## src/rtl/spi_slave_shift.sv

```systemverilog
// SPI slave shift engine: synchronizes the SPI pins into the i_clk domain and
// shifts DATA_WIDTH-bit words in all four SPI modes, with a tx holding register.
module spi_slave_shift #(
  parameter int DATA_WIDTH  = 8,
  parameter int SYNC_STAGES = 2
) (
  input  logic                  i_clk,
  input  logic                  i_rst_n,
  input  logic                  i_enable,
  input  logic                  i_cpol,
  input  logic                  i_cpha,
  input  logic                  i_lsb_first,
  input  logic                  i_sclk,
  input  logic                  i_cs_n,
  input  logic                  i_mosi,
  output logic                  o_miso,
  output logic                  o_miso_oe,
  input  logic [DATA_WIDTH-1:0] i_tx_data,
  input  logic                  i_tx_valid,
  output logic                  o_tx_ready,
  output logic [DATA_WIDTH-1:0] o_rx_data,
  output logic                  o_rx_valid,
  output logic                  o_pos_edge,
  output logic                  o_neg_edge,
  output logic                  o_busy,
  output logic                  o_tx_underrun
);

  localparam int CNT_W = $clog2(DATA_WIDTH);

  typedef enum logic [0:0] {
    ST_IDLE   = 1'b0,
    ST_ACTIVE = 1'b1
  } state_t;

  logic [SYNC_STAGES-1:0] sclk_sync_r, cs_sync_r, mosi_sync_r, warm_r;
  logic                   sclk_d_r, cs_d_r;
  logic                   sclk_s, cs_s, mosi_s, warm_s;
  logic                   rise_s, fall_s, cs_fall_s;
  logic                   pos_r, neg_r;
  state_t                 state_r, state_next_s;
  logic                   start_s, run_s;
  logic                   cpol_r, cpha_r, lsb_r;
  logic                   lead_s, trail_s, sample_ev_s, shift_ev_s;
  logic                   word_done_s, reload_s, advance_s, tx_load_s, tx_ready_s;
  logic [DATA_WIDTH-1:0]  tx_shift_r, rx_shift_r, rx_next_s, hold_r, rx_data_r;
  logic                   hold_full_r, pending_r, first_r, rx_valid_r, underrun_r;
  logic [CNT_W-1:0]       bit_cnt_r;

  assign sclk_s    = sclk_sync_r[SYNC_STAGES-1];
  assign cs_s      = cs_sync_r[SYNC_STAGES-1];
  assign mosi_s    = mosi_sync_r[SYNC_STAGES-1];
  assign warm_s    = warm_r[SYNC_STAGES-1];
  assign rise_s    = sclk_s & ~sclk_d_r;
  assign fall_s    = ~sclk_s & sclk_d_r;
  // cs_d_r only records a high that really came from the pin, so a cs_n held
  // low across reset release never looks like a falling edge.
  assign cs_fall_s = cs_d_r & ~cs_s;

  // Pin synchronizers, edge-detect history and edge pulses
  always_ff @(posedge i_clk or negedge i_rst_n) begin
    if (!i_rst_n) begin
      sclk_sync_r <= {SYNC_STAGES{1'b0}};
      cs_sync_r   <= {SYNC_STAGES{1'b1}};
      mosi_sync_r <= {SYNC_STAGES{1'b0}};
      warm_r      <= {SYNC_STAGES{1'b0}};
      sclk_d_r    <= 1'b0;
      cs_d_r      <= 1'b0;
      pos_r       <= 1'b0;
      neg_r       <= 1'b0;
    end else begin
      sclk_sync_r <= {sclk_sync_r[SYNC_STAGES-2:0], i_sclk};
      cs_sync_r   <= {cs_sync_r[SYNC_STAGES-2:0], i_cs_n};
      mosi_sync_r <= {mosi_sync_r[SYNC_STAGES-2:0], i_mosi};
      warm_r      <= {warm_r[SYNC_STAGES-2:0], 1'b1};
      sclk_d_r    <= sclk_s;
      cs_d_r      <= cs_s & warm_s;
      pos_r       <= i_enable & rise_s;
      neg_r       <= i_enable & fall_s;
    end
  end

  // FSM state register
  always_ff @(posedge i_clk or negedge i_rst_n) begin
    if (!i_rst_n) begin
      state_r <= ST_IDLE;
    end else begin
      state_r <= state_next_s;
    end
  end

  // FSM next state and frame start / run strobes
  always_comb begin
    state_next_s = state_r;
    start_s      = 1'b0;
    run_s        = 1'b0;
    case (state_r)
      ST_IDLE: begin
        if (i_enable && cs_fall_s) begin
          state_next_s = ST_ACTIVE;
          start_s      = 1'b1;
        end else begin
          state_next_s = ST_IDLE;
        end
      end
      ST_ACTIVE: begin
        if (!i_enable || cs_s) begin
          state_next_s = ST_IDLE;
        end else begin
          run_s = 1'b1;
        end
      end
      default: state_next_s = ST_IDLE;
    endcase
  end

  // Mode-dependent edge roles and datapath strobes
  always_comb begin
    lead_s      = cpol_r ? neg_r : pos_r;
    trail_s     = cpol_r ? pos_r : neg_r;
    sample_ev_s = run_s & (cpha_r ? trail_s : lead_s);
    shift_ev_s  = run_s & (cpha_r ? lead_s : trail_s);
    word_done_s = sample_ev_s & (bit_cnt_r == CNT_W'(DATA_WIDTH - 1));
    // cpha=0 reloads on the shift edge after a word, cpha=1 at the word end itself
    reload_s    = start_s | (cpha_r & word_done_s) | (~cpha_r & shift_ev_s & pending_r);
    advance_s   = shift_ev_s & ~(cpha_r ? first_r : pending_r);
    rx_next_s   = lsb_r ? {mosi_s, rx_shift_r[DATA_WIDTH-1:1]}
                        : {rx_shift_r[DATA_WIDTH-2:0], mosi_s};
    tx_ready_s  = warm_r[0] & i_enable & ~hold_full_r;
    tx_load_s   = i_tx_valid & tx_ready_s;
  end

  // Mode latch, bit counter and word-boundary flags
  always_ff @(posedge i_clk or negedge i_rst_n) begin
    if (!i_rst_n) begin
      cpol_r    <= 1'b0;
      cpha_r    <= 1'b0;
      lsb_r     <= 1'b0;
      bit_cnt_r <= {CNT_W{1'b0}};
      pending_r <= 1'b0;
      first_r   <= 1'b0;
    end else if (start_s) begin
      cpol_r    <= i_cpol;
      cpha_r    <= i_cpha;
      lsb_r     <= i_lsb_first;
      bit_cnt_r <= {CNT_W{1'b0}};
      pending_r <= 1'b0;
      first_r   <= 1'b1;
    end else if (run_s) begin
      if (sample_ev_s) begin
        bit_cnt_r <= word_done_s ? {CNT_W{1'b0}} : bit_cnt_r + CNT_W'(1);
      end
      if (word_done_s) begin
        pending_r <= ~cpha_r;
        first_r   <= cpha_r;
      end else if (shift_ev_s) begin
        pending_r <= 1'b0;
        first_r   <= 1'b0;
      end
    end else begin
      bit_cnt_r <= {CNT_W{1'b0}};
      pending_r <= 1'b0;
    end
  end

  // Receive shift register and received-word strobe
  always_ff @(posedge i_clk or negedge i_rst_n) begin
    if (!i_rst_n) begin
      rx_shift_r <= {DATA_WIDTH{1'b0}};
      rx_data_r  <= {DATA_WIDTH{1'b0}};
      rx_valid_r <= 1'b0;
    end else begin
      rx_valid_r <= word_done_s;
      if (start_s) begin
        rx_shift_r <= {DATA_WIDTH{1'b0}};
      end else if (sample_ev_s) begin
        rx_shift_r <= rx_next_s;
      end
      if (word_done_s) begin
        rx_data_r <= rx_next_s;
      end
    end
  end

  // Transmit shift register, underrun pulse and holding register
  always_ff @(posedge i_clk or negedge i_rst_n) begin
    if (!i_rst_n) begin
      tx_shift_r  <= {DATA_WIDTH{1'b0}};
      underrun_r  <= 1'b0;
      hold_r      <= {DATA_WIDTH{1'b0}};
      hold_full_r <= 1'b0;
    end else begin
      underrun_r <= reload_s & ~hold_full_r;
      if (reload_s) begin
        tx_shift_r <= hold_full_r ? hold_r : {DATA_WIDTH{1'b0}};
      end else if (advance_s) begin
        tx_shift_r <= lsb_r ? {1'b0, tx_shift_r[DATA_WIDTH-1:1]}
                            : {tx_shift_r[DATA_WIDTH-2:0], 1'b0};
      end
      // a same-cycle reload already took the old contents, so new data lands
      if (!i_enable) begin
        hold_r      <= {DATA_WIDTH{1'b0}};
        hold_full_r <= 1'b0;
      end else if (tx_load_s) begin
        hold_r      <= i_tx_data;
        hold_full_r <= 1'b1;
      end else if (reload_s) begin
        hold_r      <= {DATA_WIDTH{1'b0}};
        hold_full_r <= 1'b0;
      end
    end
  end

  assign o_miso        = lsb_r ? tx_shift_r[0] : tx_shift_r[DATA_WIDTH-1];
  assign o_miso_oe     = (state_r == ST_ACTIVE);
  assign o_busy        = (state_r == ST_ACTIVE);
  assign o_tx_ready    = tx_ready_s;
  assign o_rx_data     = rx_data_r;
  assign o_rx_valid    = rx_valid_r;
  assign o_pos_edge    = pos_r;
  assign o_neg_edge    = neg_r;
  assign o_tx_underrun = underrun_r;

endmodule

```

## config.mk

```make
export PLATFORM = sky130hd
export DESIGN_NAME = spi_slave_shift
export DESIGN_NICKNAME = d
export VERILOG_FILES = /design/src/rtl/spi_slave_shift.sv
export SDC_FILE = /design/constraint.sdc
export NUM_CORES = 1
export LEC_CHECK = 0
export ABC_AREA = 1
export CAP_MARGIN = 20
export CORE_MARGIN = 3
export CORE_UTILIZATION = 30
export DETAILED_ROUTE_END_ITERATION = 6
export GPL_TIMING_DRIVEN = 0
export PLACE_DENSITY = 0.53
export SETUP_SLACK_MARGIN = 0.02
export SLEW_MARGIN = 30
export SYNTH_ARGS = -nofsm -noshare
export SYNTH_HDL_FRONTEND = slang
export SYNTH_SLANG_ARGS = --single-unit
export TNS_END_PERCENT = 20
```

## constraint.sdc

```tcl
create_clock -name i_clk -period 1.4 [get_ports i_clk]
set_input_delay 0.14 -clock i_clk [delete_from_list [all_inputs] [get_ports i_clk]]
set_output_delay 0.14 -clock i_clk [all_outputs]
set_load 0.05 [all_outputs]
```

==> Yosys cells after proc, flatten, opt, wreduce, memory -nomap -nowiden <==
Index checks and enable logic that the tools add are counted.
{ "totals": {"mem_count": 0, "latch_bits": 0, "rom_bits": 0, "out_inout_bits": 16, "register_bits": 56, "ram_bits": 0} }
{ "op_classes": {"mux": 35, "n_lt_le_gt_ge": 0, "shift": 0, "n_mul": 0, "addsub": 1, "reduce_logical": 8, "n_bitwise": 26, "div": 0, "eq_ne": 4} }
{ "ops": {"columns": ["operator", "n"], "rows": [
  ["$mux 8", 10],
  ["$mux 1", 20],
  ["$and 1x1->1", 17],
  ["$mux 3", 4],
  ["$not 1->1", 7],
  ["$reduce_bool 2->1", 3],
  ["$ne 4x2->1 const B", 1],
  ["$add 3x1->3 const B", 1],
  ["$eq 3x3->1 const B", 1],
  ["$ne 3x1->1 const B", 1],
  ["$ne 3x2->1 const B", 1],
  ["$reduce_bool 3->1", 1],
  ["$or 1x1->1", 2],
  ["$pmux 1 s2", 1],
  ["$reduce_and 2->1", 1],
  ["$logic_and 1x1->1", 1],
  ["$logic_not 1->1", 1],
  ["$logic_or 1x1->1", 1]
]} }

==> Depth between registers and ports, before layout <==
{ "logic_depth": {"depth_word": 12, "ltp_mapped": 11, "mapped_depth_nobuf": 10} }

==> Least setup slack after synthesis <==
OpenSTA, ideal clock, no wires.
{ "synth_timing": {"path_type": "reg-to-reg", "start": "register hold_full_r", "end": "register hold_r[1]", "arrival_time_ns": 1.773, "n_path_buf": 0, "path_stages_with_launch": 6, "slack_ns": -0.439, "cell_sequence": "dfrtp_1 -> nor2_1 -> nand2_1 -> inv_1 -> nand2_1 -> nand2_1"} }
{ "synth_via": {"elab_chain_len": 5, "elab_cells_between_ends": 6, "classes_between": "1 x eq/ne; 2 x mux; 3 x bitwise"} }
{ "synth_rtl": {"columns": ["item", "line", "source"], "rows": [
  ["start, declared", "47", "logic hold_full_r, pending_r, first_r, rx_valid_r, underrun_r;"],
  ["start signal, assigned", "191", "hold_full_r <= 1'b0;"],
  ["start signal, assigned", "203", "hold_full_r <= 1'b0;"],
  ["start signal, assigned", "206", "hold_full_r <= 1'b1;"],
  ["$not 1->1 *", "129", "tx_ready_s = warm_r[0] & i_enable & ~hold_full_r;"],
  ["$and 1x1->1 *", "129", null],
  ["net o_tx_ready", "20", "output logic o_tx_ready,"],
  ["$and 1x1->1 *", "130", "tx_load_s = i_tx_valid & tx_ready_s;"],
  ["$mux 8", "204", "end else if (tx_load_s) begin"],
  ["$mux 8", "201", "if (!i_enable) begin"],
  ["end signal, assigned", "202", "hold_r <= {DATA_WIDTH{1'b0}};"],
  ["end signal, assigned", "205", "hold_r <= i_tx_data;"],
  ["end signal, assigned", "208", "hold_r <= {DATA_WIDTH{1'b0}};"],
  ["end, declared", "46", "logic [DATA_WIDTH-1:0] tx_shift_r, rx_shift_r, rx_next_s, hold_r, rx_data_r;"]
]} }
The timed path passes the listed nets; every way through them passes the cells marked *.
A chain may end at the register's enable or synchronous reset.

==> Final worst setup path <==
{ "layout_timing": {"start": "register bit_cnt_r[1]", "end": "register hold_r[4]"} }
{ "layout_via": {"elab_chain_len": 6} }
{ "layout_rtl": {"columns": ["item", "line", "source"], "rows": [
  ["start, declared", "48", "logic [CNT_W-1:0] bit_cnt_r;"],
  ["start signal, assigned", "139", "bit_cnt_r <= {CNT_W{1'b0}};"],
  ["start signal, assigned", "146", "bit_cnt_r <= {CNT_W{1'b0}};"],
  ["start signal, assigned", "151", "bit_cnt_r <= word_done_s ? {CNT_W{1'b0}} : bit_cnt_r + CNT_W'(1);"],
  ["$eq 3x3->1", "123", "word_done_s = sample_ev_s & (bit_cnt_r == CNT_W'(DATA_WIDTH - 1));"],
  ["$and 1x1->1", "123", null],
  ["$and 1x1->1", "125", "reload_s = start_s | (cpha_r & word_done_s) | (~cpha_r & shift_ev_s & pending_r);"],
  ["$or 1x1->1 (2 in a row)", "125", null],
  ["$ne 3x1->1 (no line)", null, null],
  ["end signal, assigned", "190", "hold_r <= {DATA_WIDTH{1'b0}};"],
  ["end signal, assigned", "202", null],
  ["end signal, assigned", "205", null]
]} }
No other way between the ends.

==> impl_metrics.yaml <==
status:
  status: "finished, violations left"
  failed_checks: "negative setup slack"
yosys:
  ys_seq_area_frac: 0.554
  ys_seq_elements: 56
  postSynthNetCount: 324
  post_synth_instance_area_um2: 2530
  synth.avg_cell_area_um2: 8.33
  syn_inst: 304
  synth.distinct_cells: 25
  yosys_warnings: 0
worst_hold_path:
  worst_hold_path.num_cells: 1
  holdCritStartpoint: "i_cs_n"
  worst_hold_path.endpoint: "cs_sync_r[0]$_DFF_PN1_"
  worstHoldPathType: "in2reg"
placement:
  place_worst_setup_slack_ns: -0.456
  io_buffer_count: 33
  place_hpwl_um: 3630
  placed_cells: 440
  gp_congestion: 0.778
power_and_ir_drop:
  power_report.internal_total_mw: 2.49
  pwr-share-comb: 0.169
  power.share.sequential: 0.528
  leakage_power_nw: 1.65
  ir_worst_vdd_mv: 0.382
  sw_share: 0.271
  power.switching_mw: 0.927
  p_per_area_nw_per_um2: 1040
  power.clock.fraction: 0.303
setup_path:
  crit_type: "reg2reg"
  cp_data_arrival_time_ns: 1.74
  timing.critical_path.slowest_cell_delay_ns: 0.39
  regToRegSetupSlack_ns: -0.09
  critical_path.endpoint_type: "flip-flop"
  path_cells: "ha_2, ha_4, nand4_1, nand2_2, nor2_4, buf_4, nand4_1, nand2_1"
  cp_common_cell: "sky130_fd_sc_hd__nand4_1"
  timing.rr.start: "bit_cnt_r[1]$_DFFE_PN0P_"
  worst-path-max-fanout: 5
  critical_path.slowest_cell: "sky130_fd_sc_hd__dfrtp_1"
  required_time_worst_endpoint_ns: 1.65
  worst_r2r_endpoint: "hold_r[4]$_DFFE_PN0P_"
  crit_path_start_kind: "flip-flop"
  reg2reg_depth: 8
routing:
  routed-via-count: 2000
  post_drt_wl_per_cell_um: 11.1
  drc: 0
  drt_iter0_drcs: 61
  vias_per_cell: 4.37
  detail_route_antenna_nets: 0
  detailedRoute.firstPassIterationCount: 4
  finalWirelength_um: 5100
sta:
  fmax_ghz: 0.670
  timing.final.hold_violations: 0
  timing.clock.skew_ns: 0.00543
  period_needed_ns: 1.49
  postLayoutSetupSlackWorst_ns: -0.0926
  setup_viol: 17
  unrepaired_setup_endpoints_after_global_routing: "true"
  layout_worst_path_cycle_share: 1.07
  drv_slew: 0
grt:
  globalRoute.totalOverflow: 0
  grt_start_max_net_pins: 36
  global_route.usage.total: 0.110
  grt_antenna_before_repair: 0
  grt_pass1_vias: 1921
  grt_first_pass_wirelength_um: 8710
cts:
  tritoncts: "built"
  worst_skew_pair.late_latency_ns: 0.31
  cts_buffer_depth: 2
  cts_htree_levels: 2
  cts_num_sinks: 56
  numCtsBuffers: 5
  cts.clk_slew.worst_paths_ns: 0.10
  root_buffer: "sky130_fd_sc_hd__clkbuf_8"
job:
  number_of_max_cap_violations: 0
layout:
  finish.net_count: 375
  fillers: 832
  mostFrequentLayoutCells: "sky130_fd_sc_hd__nand2_1, sky130_fd_sc_hd__dfrtp_1, sky130_fd_sc_hd__inv_1"
  layout_commonest_cell: "sky130_fd_sc_hd__nand2_1"
  multi_input_area_um2: 1010
  area_growth_syn_to_layout_pct: 29.8
  n_antenna_cell: 0
  drive_gt1_frac: 0.194
  postLayoutCoreUtil: 0.413
  post_layout_nonfiller_instances: 458
  register_area_um2: 1410
floorplanning:
  io_pins: 34
  start_util: 0.318
  dieArea_um2: 9580
  die_x_um: 97.9
  rows: 32
  die_y_um: 97.9
  core_area_um2: 7970
-- synth_stat cells --
| library cell | instances | area share |
|---|---|---|
| sky130_fd_sc_hd__a21oi_2 | 1 | 0.0035 |
| sky130_fd_sc_hd__buf_2 | 3 | 0.0059 |
| sky130_fd_sc_hd__buf_4 | 4 | 0.012 |
| sky130_fd_sc_hd__buf_6 | 2 | 0.0089 |
| sky130_fd_sc_hd__clkbuf_1 | 3 | 0.0044 |
| sky130_fd_sc_hd__clkinv_1 | 4 | 0.0059 |
| sky130_fd_sc_hd__conb_1 | 1 | 0.0015 |
| sky130_fd_sc_hd__dfrtp_1 | 54 | 0.53 |
| sky130_fd_sc_hd__dfstp_2 | 2 | 0.021 |
| sky130_fd_sc_hd__ha_1 | 2 | 0.0099 |
| sky130_fd_sc_hd__inv_1 | 19 | 0.028 |
| sky130_fd_sc_hd__inv_2 | 9 | 0.013 |
| sky130_fd_sc_hd__mux2i_1 | 3 | 0.012 |
| sky130_fd_sc_hd__nand2_1 | 121 | 0.18 |
| sky130_fd_sc_hd__nand2_2 | 1 | 0.0025 |
| sky130_fd_sc_hd__nand3_1 | 14 | 0.028 |
| sky130_fd_sc_hd__nand3_2 | 1 | 0.0040 |
| sky130_fd_sc_hd__nand4_1 | 15 | 0.037 |
| sky130_fd_sc_hd__nor2_1 | 12 | 0.018 |
| sky130_fd_sc_hd__nor2_2 | 2 | 0.0049 |
| sky130_fd_sc_hd__nor2_4 | 2 | 0.0089 |
| sky130_fd_sc_hd__o21ai_0 | 14 | 0.028 |
| sky130_fd_sc_hd__o21ai_1 | 13 | 0.026 |
| sky130_fd_sc_hd__o22ai_1 | 1 | 0.0025 |
| sky130_fd_sc_hd__or2_1 | 1 | 0.0025 |
-- how the worst max path moves through the flow --
stage          slack, ns                      from  depth (start not counted)               endpoint
6_report           -0.09  bit_cnt_r[1]$_DFFE_PN0P_                          8  hold_r[4]$_DFFE_PN0P_
5_1_grt            -0.19  bit_cnt_r[0]$_DFFE_PN0P_                          8  hold_r[4]$_DFFE_PN0P_
4_1_cts             -0.1  bit_cnt_r[0]$_DFFE_PN0P_                          8  hold_r[4]$_DFFE_PN0P_
3_5_place_dp       -0.46                  i_enable                          4             o_tx_ready
3_3_place_gp       -1.82                   i_rst_n                          1   o_neg_edge$_DFF_PN0_
2_1_floorplan      -0.06      o_neg_edge$_DFF_PN0_                          8    first_r$_DFFE_PN0P_
-- routing by layer --
layer / vias to the layer above / global-route usage / wire length [um]
met5: - / 0 / 0
met4: 0 / 0.0415 / 70
met3: 6 / 0.0243 / 208
met2: 35 / 0.178 / 2350
met1: 899 / 0.145 / 2470
li1: 1060 / - / -
-- worst max-delay path, delay by kind of cell, from the launching register on --
| family | cells | cell delay, ns |
|---|---|---|
| flip-flops | 1 | 0.39 |
| adder cells (fa/ha/maj) | 2 | 0.37 |
| AND/OR/NAND/NOR | 5 | 0.50 |
| buffers and inverters | 1 | 0.17 |
-- layout make-up --
| cell class | count | share of cell area |
|---|---|---|
| clock buffer | 6 | 0.0221 |
| tap | 102 | 0.0388 |
| timing repair buffer | 44 | 0.125 |
| buffer | 12 | 0.0293 |
| multi-input combinational | 204 | 0.308 |
| sequential | 56 | 0.428 |
| inverter | 32 | 0.0381 |
| clock inverter | 2 | 0.0107 |
-- through the flow --
step	power (mW)	TNS (ns)	hold WS, ns	instance area (um^2)
2_1_floorplan	2.16	-0.895	-0.156	2550
3_3_place_gp	2.34	-103.06	0.333	3010
3_5_place_dp	2.35	-13.83	0.0514	3030
4_1_cts	3.43	-1.02	0.217	3210
5_1_grt	3.62	-4.59	0.214	3290
6_report	3.42	-0.870	0.229	3290
-- what timing repair did --
item	4_1_cts	5_1_grt
setup buffers	4	3
gates cloned	1	1
pin swaps	2	4
gates resized for setup	43	19
endpoints found under the setup margin	54	46
hold buffers	1	0
endpoints found under the hold margin	21	0
-- sequential cells by signal, indices dropped and copies added, names as in the netlist --
name,cells
sclk_sync_r,2
mosi_sync_r,2
o_neg_edge,1
cs_d_r,1
cs_sync_r,2
tx_shift_r,8
warm_r,2
o_rx_data,8
cpol_r,1
bit_cnt_r,3
first_r,1
lsb_r,1
o_busy,1
hold_full_r,1
rx_shift_r,8
cpha_r,1
o_tx_underrun,1
hold_r,8
pending_r,1
o_pos_edge,1
sclk_d_r,1
o_rx_valid,1
-- cell families (layout without fill, tap and decap cells) --
logic type | count (synthesis) | count (layout) | synth area share
other cells | 1 | 1 | 0.00148
simple gates | 169 | 169 | 0.285
fa+ha+maj | 2 | 2 | 0.00988
flops | 56 | 56 | 0.554
mux | 3 | 3 | 0.0119
compound gates | 29 | 29 | 0.0593
buf+inv | 44 | 96 | 0.0786
-- power by group through the flow --
| stage | Combinational (mW) | Clock, mW | Sequential, mW |
|---|---|---|---|
| final | 0.579 | 1.04 | 1.80 |
| after global routing | 0.661 | 1.13 | 1.82 |
| after CTS | 0.543 | 1.08 | 1.80 |
| after detailed placement | 0.514 | 0 | 1.83 |
| after global placement | 0.504 | 0 | 1.83 |
| after floorplan | 0.325 | 0 | 1.83 |
No activity file was read; power rests on OpenSTA's default activity.
